File: config.mk
export PLATFORM = sky130hd
export DESIGN_NAME = ww_svm_sample_sequencer_flat
export DESIGN_NICKNAME = d
export VERILOG_FILES = /design/src/rtl/ww_svm_sample_sequencer_if.sv /design/src/rtl/ww_svm_sample_sequencer.sv /design/src/flat_wrapper.sv
export SDC_FILE = /design/constraint.sdc
export NUM_CORES = 1
export LEC_CHECK = 0
export CORE_MARGIN = 2
export CORE_UTILIZATION = 49
export DETAILED_ROUTE_END_ITERATION = 10
export GPL_TIMING_DRIVEN = 0
export PLACE_DENSITY = 0.77
export SLEW_MARGIN = 15
export SYNTH_ARGS = -nofsm -noshare
export SYNTH_HDL_FRONTEND = slang
export SYNTH_SLANG_ARGS = --single-unit
File: constraint.sdc
create_clock -name clk -period 2.4 [get_ports clk]
set_input_delay 0.72 -clock clk [delete_from_list [all_inputs] [get_ports clk]]
set_output_delay 0.72 -clock clk [all_outputs]
set_load 0.05 [all_outputs]
File: src/rtl/ww_svm_sample_sequencer_if.sv
// Stream bundle between the white-wine SVM sample sequencer and its neighbours.
//   feat_*  : serial feature beats (valid/ready, feat_sof marks feature index 0)
//   res_*   : captured classifier result (valid/ready)
// Modports:
//   master : the side that produces features and consumes results
//   slave  : the sequencer side
interface ww_svm_sample_sequencer_if #(
    parameter int unsigned WIDTH_A  = 4,
    parameter int unsigned OUTWIDTH = 13
);
    logic                feat_valid;
    logic                feat_sof;
    logic [WIDTH_A-1:0]  feat_data;
    logic                feat_ready;
    logic                res_valid;
    logic [OUTWIDTH-1:0] res_data;
    logic                res_ready;

    modport master (
        output feat_valid, feat_sof, feat_data,
        input  feat_ready,
        input  res_valid, res_data,
        output res_ready
    );

    modport slave (
        input  feat_valid, feat_sof, feat_data,
        output feat_ready,
        output res_valid, res_data,
        input  res_ready
    );
endinterface

File: src/rtl/ww_svm_sample_sequencer.sv
// Sequencer in front of the combinational white-wine SVM classifier.
// Collects NUM_A features of WIDTH_A bits serially, drives them as one flat vector
// into the classifier, waits SETTLE_CYCLES for slow logic to propagate, captures the
// result and offers it on a valid/ready port. One sample in flight at a time.
// Ports:
//   clk, rst    : clock, synchronous active-high reset
//   bus         : feature stream in / result stream out (slave modport)
//   clf_inp     : classifier input; feature i at [(i+1)*WIDTH_A-1 : i*WIDTH_A]
//   clf_out     : classifier output
//   busy        : high while settling or holding a result
//   err_sof     : one-cycle pulse when feat_sof restarts a partial sample
//   sample_cnt  : results delivered since reset, wrapping
module ww_svm_sample_sequencer #(
    parameter int unsigned WIDTH_A       = 4,
    parameter int unsigned NUM_A         = 11,
    parameter int unsigned OUTWIDTH      = 13,
    parameter int unsigned SETTLE_CYCLES = 4,
    parameter int unsigned CNT_W         = 16
) (
    input  logic                       clk,
    input  logic                       rst,
    ww_svm_sample_sequencer_if.slave   bus,
    output logic [NUM_A*WIDTH_A-1:0]   clf_inp,
    input  logic [OUTWIDTH-1:0]        clf_out,
    output logic                       busy,
    output logic                       err_sof,
    output logic [CNT_W-1:0]           sample_cnt
);

    localparam int unsigned IDX_W = (NUM_A > 1) ? $clog2(NUM_A) : 1;
    localparam logic [IDX_W-1:0] LAST_IDX = IDX_W'(NUM_A - 1);
    localparam logic [7:0] SETTLE_LAST = 8'(SETTLE_CYCLES - 1);

    localparam logic [1:0] ST_COLLECT = 2'd0;
    localparam logic [1:0] ST_SETTLE  = 2'd1;
    localparam logic [1:0] ST_HOLD    = 2'd2;

    logic [1:0]          state;
    logic [IDX_W-1:0]    idx;
    logic [7:0]          settle_cnt;
    logic                res_valid_r;
    logic [OUTWIDTH-1:0] res_data_r;
    logic                accept;
    logic                resync;

    assign bus.feat_ready = (state == ST_COLLECT) && !rst;
    assign bus.res_valid  = res_valid_r;
    assign bus.res_data   = res_data_r;
    assign busy           = (state != ST_COLLECT);

    assign accept = bus.feat_valid && bus.feat_ready;
    // A start-of-sample marker in the middle of a sample restarts collection at slot 0.
    assign resync = bus.feat_sof && (idx != '0);

    always_ff @(posedge clk) begin
        if (rst) begin
            state       <= ST_COLLECT;
            idx         <= '0;
            settle_cnt  <= '0;
            clf_inp     <= '0;
            res_valid_r <= 1'b0;
            res_data_r  <= '0;
            err_sof     <= 1'b0;
            sample_cnt  <= '0;
        end else begin
            err_sof <= 1'b0;
            case (state)
                ST_COLLECT: begin
                    if (accept) begin
                        if (resync) begin
                            // Slots 1.. keep stale data until the new sample overwrites them.
                            clf_inp[WIDTH_A-1:0] <= bus.feat_data;
                            idx                  <= IDX_W'(1);
                            err_sof              <= 1'b1;
                        end else begin
                            for (int i = 0; i < int'(NUM_A); i++) begin
                                if (int'(idx) == i) begin
                                    clf_inp[i*WIDTH_A +: WIDTH_A] <= bus.feat_data;
                                end
                            end
                            if (idx == LAST_IDX) begin
                                idx        <= '0;
                                settle_cnt <= '0;
                                state      <= ST_SETTLE;
                            end else begin
                                idx <= idx + IDX_W'(1);
                            end
                        end
                    end
                end
                ST_SETTLE: begin
                    settle_cnt <= settle_cnt + 8'd1;
                    if (settle_cnt == SETTLE_LAST) begin
                        res_data_r  <= clf_out;
                        res_valid_r <= 1'b1;
                        state       <= ST_HOLD;
                    end
                end
                ST_HOLD: begin
                    if (res_valid_r && bus.res_ready) begin
                        res_valid_r <= 1'b0;
                        sample_cnt  <= sample_cnt + CNT_W'(1);
                        state       <= ST_COLLECT;
                    end
                end
                default: state <= ST_COLLECT;
            endcase
        end
    end

endmodule

File: src/flat_wrapper.sv
// flat-port wrapper written by rule: the top's interface ports become plain ports
module ww_svm_sample_sequencer_flat 
#(
    parameter int unsigned WIDTH_A       = 4,
    parameter int unsigned NUM_A         = 11,
    parameter int unsigned OUTWIDTH      = 13,
    parameter int unsigned SETTLE_CYCLES = 4,
    parameter int unsigned CNT_W         = 16
)
  (clk, rst, clf_inp, clf_out, busy, err_sof, sample_cnt, bus_feat_valid, bus_feat_sof, bus_feat_data, bus_feat_ready, bus_res_valid, bus_res_data, bus_res_ready);
  ww_svm_sample_sequencer_if #(.WIDTH_A(WIDTH_A), .OUTWIDTH(OUTWIDTH)) bus_i ();
  input  logic clk;
  input  logic rst;
  output logic [NUM_A*WIDTH_A-1:0] clf_inp;
  input  logic [OUTWIDTH-1:0] clf_out;
  output logic busy;
  output logic err_sof;
  output logic [CNT_W-1:0] sample_cnt;
  input wire logic [$bits(bus_i.feat_valid)-1:0] bus_feat_valid;
  input wire logic [$bits(bus_i.feat_sof)-1:0] bus_feat_sof;
  input wire logic [$bits(bus_i.feat_data)-1:0] bus_feat_data;
  output wire logic [$bits(bus_i.feat_ready)-1:0] bus_feat_ready;
  output wire logic [$bits(bus_i.res_valid)-1:0] bus_res_valid;
  output wire logic [$bits(bus_i.res_data)-1:0] bus_res_data;
  input wire logic [$bits(bus_i.res_ready)-1:0] bus_res_ready;
  assign bus_i.feat_valid = bus_feat_valid;
  assign bus_i.feat_sof = bus_feat_sof;
  assign bus_i.feat_data = bus_feat_data;
  assign bus_feat_ready = bus_i.feat_ready;
  assign bus_res_valid = bus_i.res_valid;
  assign bus_res_data = bus_i.res_data;
  assign bus_i.res_ready = bus_res_ready;
  ww_svm_sample_sequencer #(.WIDTH_A(WIDTH_A), .NUM_A(NUM_A), .OUTWIDTH(OUTWIDTH), .SETTLE_CYCLES(SETTLE_CYCLES), .CNT_W(CNT_W)) u_core (.clk(clk), .rst(rst), .bus(bus_i), .clf_inp(clf_inp), .clf_out(clf_out), .busy(busy), .err_sof(err_sof), .sample_cnt(sample_cnt));
endmodule
## Yosys cells after proc, flatten, opt, wreduce, memory -nomap -nowiden

Index checks and enable logic that the tools add are counted.

| cells by class | value |
|---|---|
| add/sub/neg operators | 3 |
| equal/unequal tests | 19 |
| muxes and demuxes | 18 |
| bitwise logic cells | 3 |
| reduce and logical (&&, ||, !) cells | 30 |

Operator list:

| kind | number |
|---|---|
| $reduce_and A4 Y1 | 11 |
| $eq A4 B4 Y1 const B | 8 |
| $mux W8 | 3 |
| $add A16 B1 Y16 const B | 1 |
| $mux W4 | 4 |
| $pmux W8 S2 | 1 |
| $mux W2 | 5 |
| $add A8 B1 Y8 const B | 1 |
| $eq A4 B3 Y1 const B | 2 |
| $eq A8 B2 Y1 const B | 1 |
| $reduce_bool A2 Y1 | 4 |
| $ne A2 B1 Y1 const B | 3 |
| $pmux W2 S3 | 1 |
| $reduce_and A2 Y1 | 3 |
| $reduce_and A3 Y1 | 2 |
| $reduce_and A5 Y1 | 1 |
| $add A4 B1 Y4 const B | 1 |
| $eq A4 B2 Y1 const B | 1 |
| $logic_and A1 B1 Y1 | 4 |
| $logic_not A4 Y1 | 1 |
| $ne A2 B2 Y1 const B | 2 |
| $reduce_bool A4 Y1 | 1 |
| $mux W1 | 3 |
| $not A1 Y1 | 3 |
| 6 further kinds | 6 |

| word-level totals | value |
|---|---|
| bits in registers | 89 |
| input bits | 22 |
| output and inout port bits | 77 |
| logic and storage cells | 91 |

## Logic depth before layout (Yosys ltp)

| logic depth | value |
|---|---|
| word-level depth | 5 |
| mapped depth | 8 |
| gate-level depth less buffers | 6 |

## Least setup slack after synthesis

OpenSTA, ideal clock, no wires.

| timing path | value |
|---|---|
| path type | input -> register |
| start | input port bus_feat_sof |
| end | register u_core.clf_inp[39] |
| library setup time | 0.128 ns |
| arrival time | 1.952 ns |
| required time | 2.272 ns |
| slack | 0.320 ns |
| cell stages on the path | 7 |
| path buffers | 3 |
| cells stage by stage | buf_6 nand4bb_1 buf_6 or4_4 buf_6 mux2i_1 nor2_1 |

| between the ends | value |
|---|---|
| word-level cells in the longest chain between the ends | 3 |

RTL lines:

| what | RTL line | text |
|---|---|---|
| start: declaration | flat_wrapper.sv:20 | `input wire logic [$bits(bus_i.feat_sof)-1:0] bus_feat_sof;` |
| $logic_and A1 B1 Y1 | ww_svm_sample_sequencer.sv:53 | `assign resync = bus.feat_sof && (idx != '0);` |
| $not A1 Y1 (no source line) | - |  |
| $reduce_and A4 Y1 (no source line) | - |  |
| end signal: indexed assignment | ww_svm_sample_sequencer.sv:72 | `clf_inp[WIDTH_A-1:0] <= bus.feat_data;` |
| end signal: indexed assignment | ww_svm_sample_sequencer.sv:78 | `clf_inp[i*WIDTH_A +: WIDTH_A] <= bus.feat_data;` |
| end: declaration | ww_svm_sample_sequencer.sv:23 | `output logic [NUM_A*WIDTH_A-1:0] clf_inp,` |

Every way passes these cells.
A chain may end at the register's enable or synchronous reset.

## Worst setup path after layout

| timing path | value |
|---|---|
| start | register u_core.res_valid_r, in the netlist u_core.bus.res_valid |
| end | output port bus_res_valid |

RTL lines:

| what | RTL line | text |
|---|---|---|
| start: declaration | ww_svm_sample_sequencer.sv:41 | `logic res_valid_r;` |
| start signal: assignment | ww_svm_sample_sequencer.sv:61 | `res_valid_r <= 1'b0;` |
| start signal: assignment | ww_svm_sample_sequencer.sv:95 | `res_valid_r <= 1'b1;` |
| start signal: assignment | ww_svm_sample_sequencer.sv:101 | `res_valid_r <= 1'b0;` |
| end: declaration | flat_wrapper.sv:23 | `output wire logic [$bits(bus_i.res_valid)-1:0] bus_res_valid;` |

No word-level cell between the ends.

==> flow_summary.json <==
{
  "status": "complete, no violations",
  "cts_setup_buffers": 0,
  "async_flop_share_pct": 0,
  "dieArea_sq_mm": 0.008649,
  "final_util_pct": 67.24,
  "p_int_w": 0.001991,
  "vdd_drop_max_mv": 0.2743,
  "worst_slew_pin_slew_ns": 0.5759,
  "hold_buffers": 0,
  "hp-class": "flip-flop to flip-flop",
  "final_common_cell": "clkdlybuf4s50_1",
  "yosysTopAreaCell": "dfxtp_1",
  "period_needed_ns": 2.317,
  "drv_slew": 0,
  "multi_input_area_sq_mm": 0.001928,
  "row_count": 32,
  "ys_warn_count": 0,
  "via_count": 3286,
  "yosys_most_used_dff": "dfxtp_1",
  "yosysSeqAreaShare_pct": 45.91,
  "antenna_cells": 0,
  "place.detailed.hpwl_mm": 6.795,
  "path_clk_slew_ns": 0.09,
  "start_kind": "flip-flop",
  "start_util_pct": 50.49,
  "crit_chain": "clkdlybuf4s50_1",
  "end_kind": "output pin",
  "n_fill_cell": 625,
  "synth-edff-count": 0,
  "post_drt_wl_per_cell_um": 14.82,
  "hold_viol_final": 0,
  "portBuffers": 97,
  "firstDrtPassIters": 4,
  "die_w_um": 93,
  "critPathRequiredTime_ns": 1.68,
  "synth_nets": 433,
  "clk_path_buf_depth": 2,
  "power_w": 0.002644,
  "seqPwrFrac_pct": 56.4,
  "seqCellArea_sq_mm": 0.001782,
  "cts_made_buffers": 9,
  "p_leak_nw": 2.071,
  "syn-cell-area_sq_mm": 0.003881,
  "grt_start_max_net_pins": 16,
  "place_congestion": 0.8331,
  "clk_latency_ns": 0.35,
  "max_stage_delay_ns": 0.84,
  "viasPerCell": 5.300,
  "setup_viol": 0,
  "synth_top_area_share_pct": 45.91,
  "crit_fanout": 5,
  "switching_share_pct": 24.67,
  "die-height_um": 93,
  "synthTopCellsByArea": "dfxtp_1 (46%), mux2i_1 (15%), nor2_1 (7.0%), a21oi_1 (2.6%), ha_1 (1.9%)",
  "grt_pass1_wl_mm": 15.36,
  "core_area_sq_mm": 0.007687,
  "synthCells": 405,
  "drive_gt1_share_pct": 8.494,
  "cts_max_level": 3,
  "yosys_register_bits": 89,
  "fin_crit_sh_pct": 96.55,
  "powerDensity_mw_per_mm2": 511.5,
  "syn_to_final_growth_pct": 33.17,
  "ant_nets": 0,
  "routed_wirelength_mm": 9.186,
  "rsz0062_at_grt": "false",
  "power_frac_clock_pct": 37.0,
  "nets": 541,
  "final_cell_mix": "clkdlybuf4s50_1 (94), dfxtp_1 (89), nor2_1 (72)",
  "pwr-share-comb_pct": 6.6,
  "clock_skew_ns": 0.008594,
  "drc_errors": 0,
  "fmax_mhz": 431.6,
  "drt_iter0_markers": 148,
  "grt_pass1_vias": 3298,
  "p_sw_w": 0.0006523,
  "cap_violations": 0,
  "grt_usage_pct": 22.02,
  "cts_tree": "yes",
  "grt_antenna_before_repair": 0,
  "avgSynthCellArea_sq_um": 9.583,
  "r2r_setup_slack_ns": 0.30,
  "path_class": "flip-flop to output pin",
  "critPathSlowestCell": "clkdlybuf4s50_1",
  "io-pin-count": 99,
  "overflow": 0,
  "root_buffer": "clkbuf_8",
  "cts.sinks": 89,
  "critPathArrivalTime_ns": 1.60,
  "cp_num_buf_inv": 1,
  "slew-limit-headroom_pct": 61.61,
  "synth.distinct_cells": 52,
  "path_delay_family": "buffers and inverters"
}
-- layout make-up --
type / instances / area share (%)
plain buffers: 26 / 2.614
multi-input cells: 280 / 37.30
well taps: 102 / 2.469
clock inverters: 5 / 0.7262
repair buffers: 97 / 18.76
flip-flops and latches: 89 / 34.47
inverters: 10 / 0.7262
clock buffers: 11 / 2.929
-- registers in the layout (all words and copies together), names as in the netlist --
signal,cells
u_core.state,2
u_core.err_sof,1
u_core.bus.res_data,13
u_core.idx,4
u_core.settle_cnt,8
u_core.clf_inp,44
u_core.sample_cnt,16
u_core.bus.res_valid,1
-- power by group through the flow --
stage | sequential (W) | combinational, W | clock (W)
after floorplan | 0.00154 | 0.0000833 | 0
after global placement | 0.00152 | 0.000172 | 0
after detailed placement | 0.00152 | 0.000174 | 0
after CTS | 0.00149 | 0.000176 | 0.000999
after global routing | 0.00149 | 0.000188 | 0.00105
final | 0.00149 | 0.000175 | 0.000979
-- worst register-to-register path: cells and delay by family (launching register included) --
kind / cells / cell delay [ns]
buffers and inverters: 3 / 0.44
flip-flops: 1 / 0.33
multiplexers: 1 / 0.14
AND/OR/NAND/NOR: 3 / 0.72
adder cells (fa/ha/maj): 1 / 0.36
-- kinds of logic after synthesis --
| logic type | count (synthesis) | share of synthesized area, % |
|---|---|---|
| flops | 89 | 45.91 |
| mux | 59 | 15.22 |
| buf+inv | 36 | 4.416 |
| compound gates | 51 | 8.511 |
| xor+xnor | 8 | 1.805 |
| simple gates | 156 | 22.21 |
| fa+ha+maj | 6 | 1.934 |
-- synthesized netlist by cell type, types with 5 or more instances --
library cell,n
a21oi_1,20
buf_2,5
clkbuf_1,15
dfxtp_1,89
ha_1,6
inv_1,10
mux2i_1,59
nand2_1,12
nand3_1,14
nand4_1,7
nor2_1,72
o21ai_0,12
o32ai_1,5
or3_1,5
xor2_1,7
-- through the flow --
stage	setup TNS (ns)	hold WS, ns	std cells	setup WS (ns)	area [sq um]
after CTS	0	0.5025	620	0.01931	5171
after global routing	0	0.5319	620	0.02843	5169
after floorplan	0	0.4663	405	0.3202	3881
final	0	0.4889	620	0.08278	5169
after global placement	-9.939	0.4615	604	-0.5803	4980
after detailed placement	-12.06	0.4862	604	-0.5877	4980
-- timing repair --
item,4_1_cts,5_1_grt
gates resized for setup,10,5
endpoints found under the hold margin,0,0
endpoints found under the setup margin,2,32
-- routing by layer --
| layer | wire length [um] | GRT usage (%) | share of wire, % |
|---|---|---|---|
| met5 | 0 | 0 | 0 |
| met4 | 20 | 3.922 | 0.22 |
| met3 | 680 | 8.219 | 7.4 |
| met2 | 4513 | 39.01 | 49 |
| met1 | 3972 | 25.69 | 43 |
-- path summary, 6_finish.rpt --
check        depth (start not counted)                  start               endpoint
max                                  1   u_core.bus.res_valid          bus_res_valid
min                                  2  u_core.sample_cnt[15]  u_core.sample_cnt[15]
max reg2reg                          8        u_core.state[0]     u_core.clf_inp[39]
min reg2reg                          2  u_core.sample_cnt[15]  u_core.sample_cnt[15]
(Power assumes the default switching activity.)
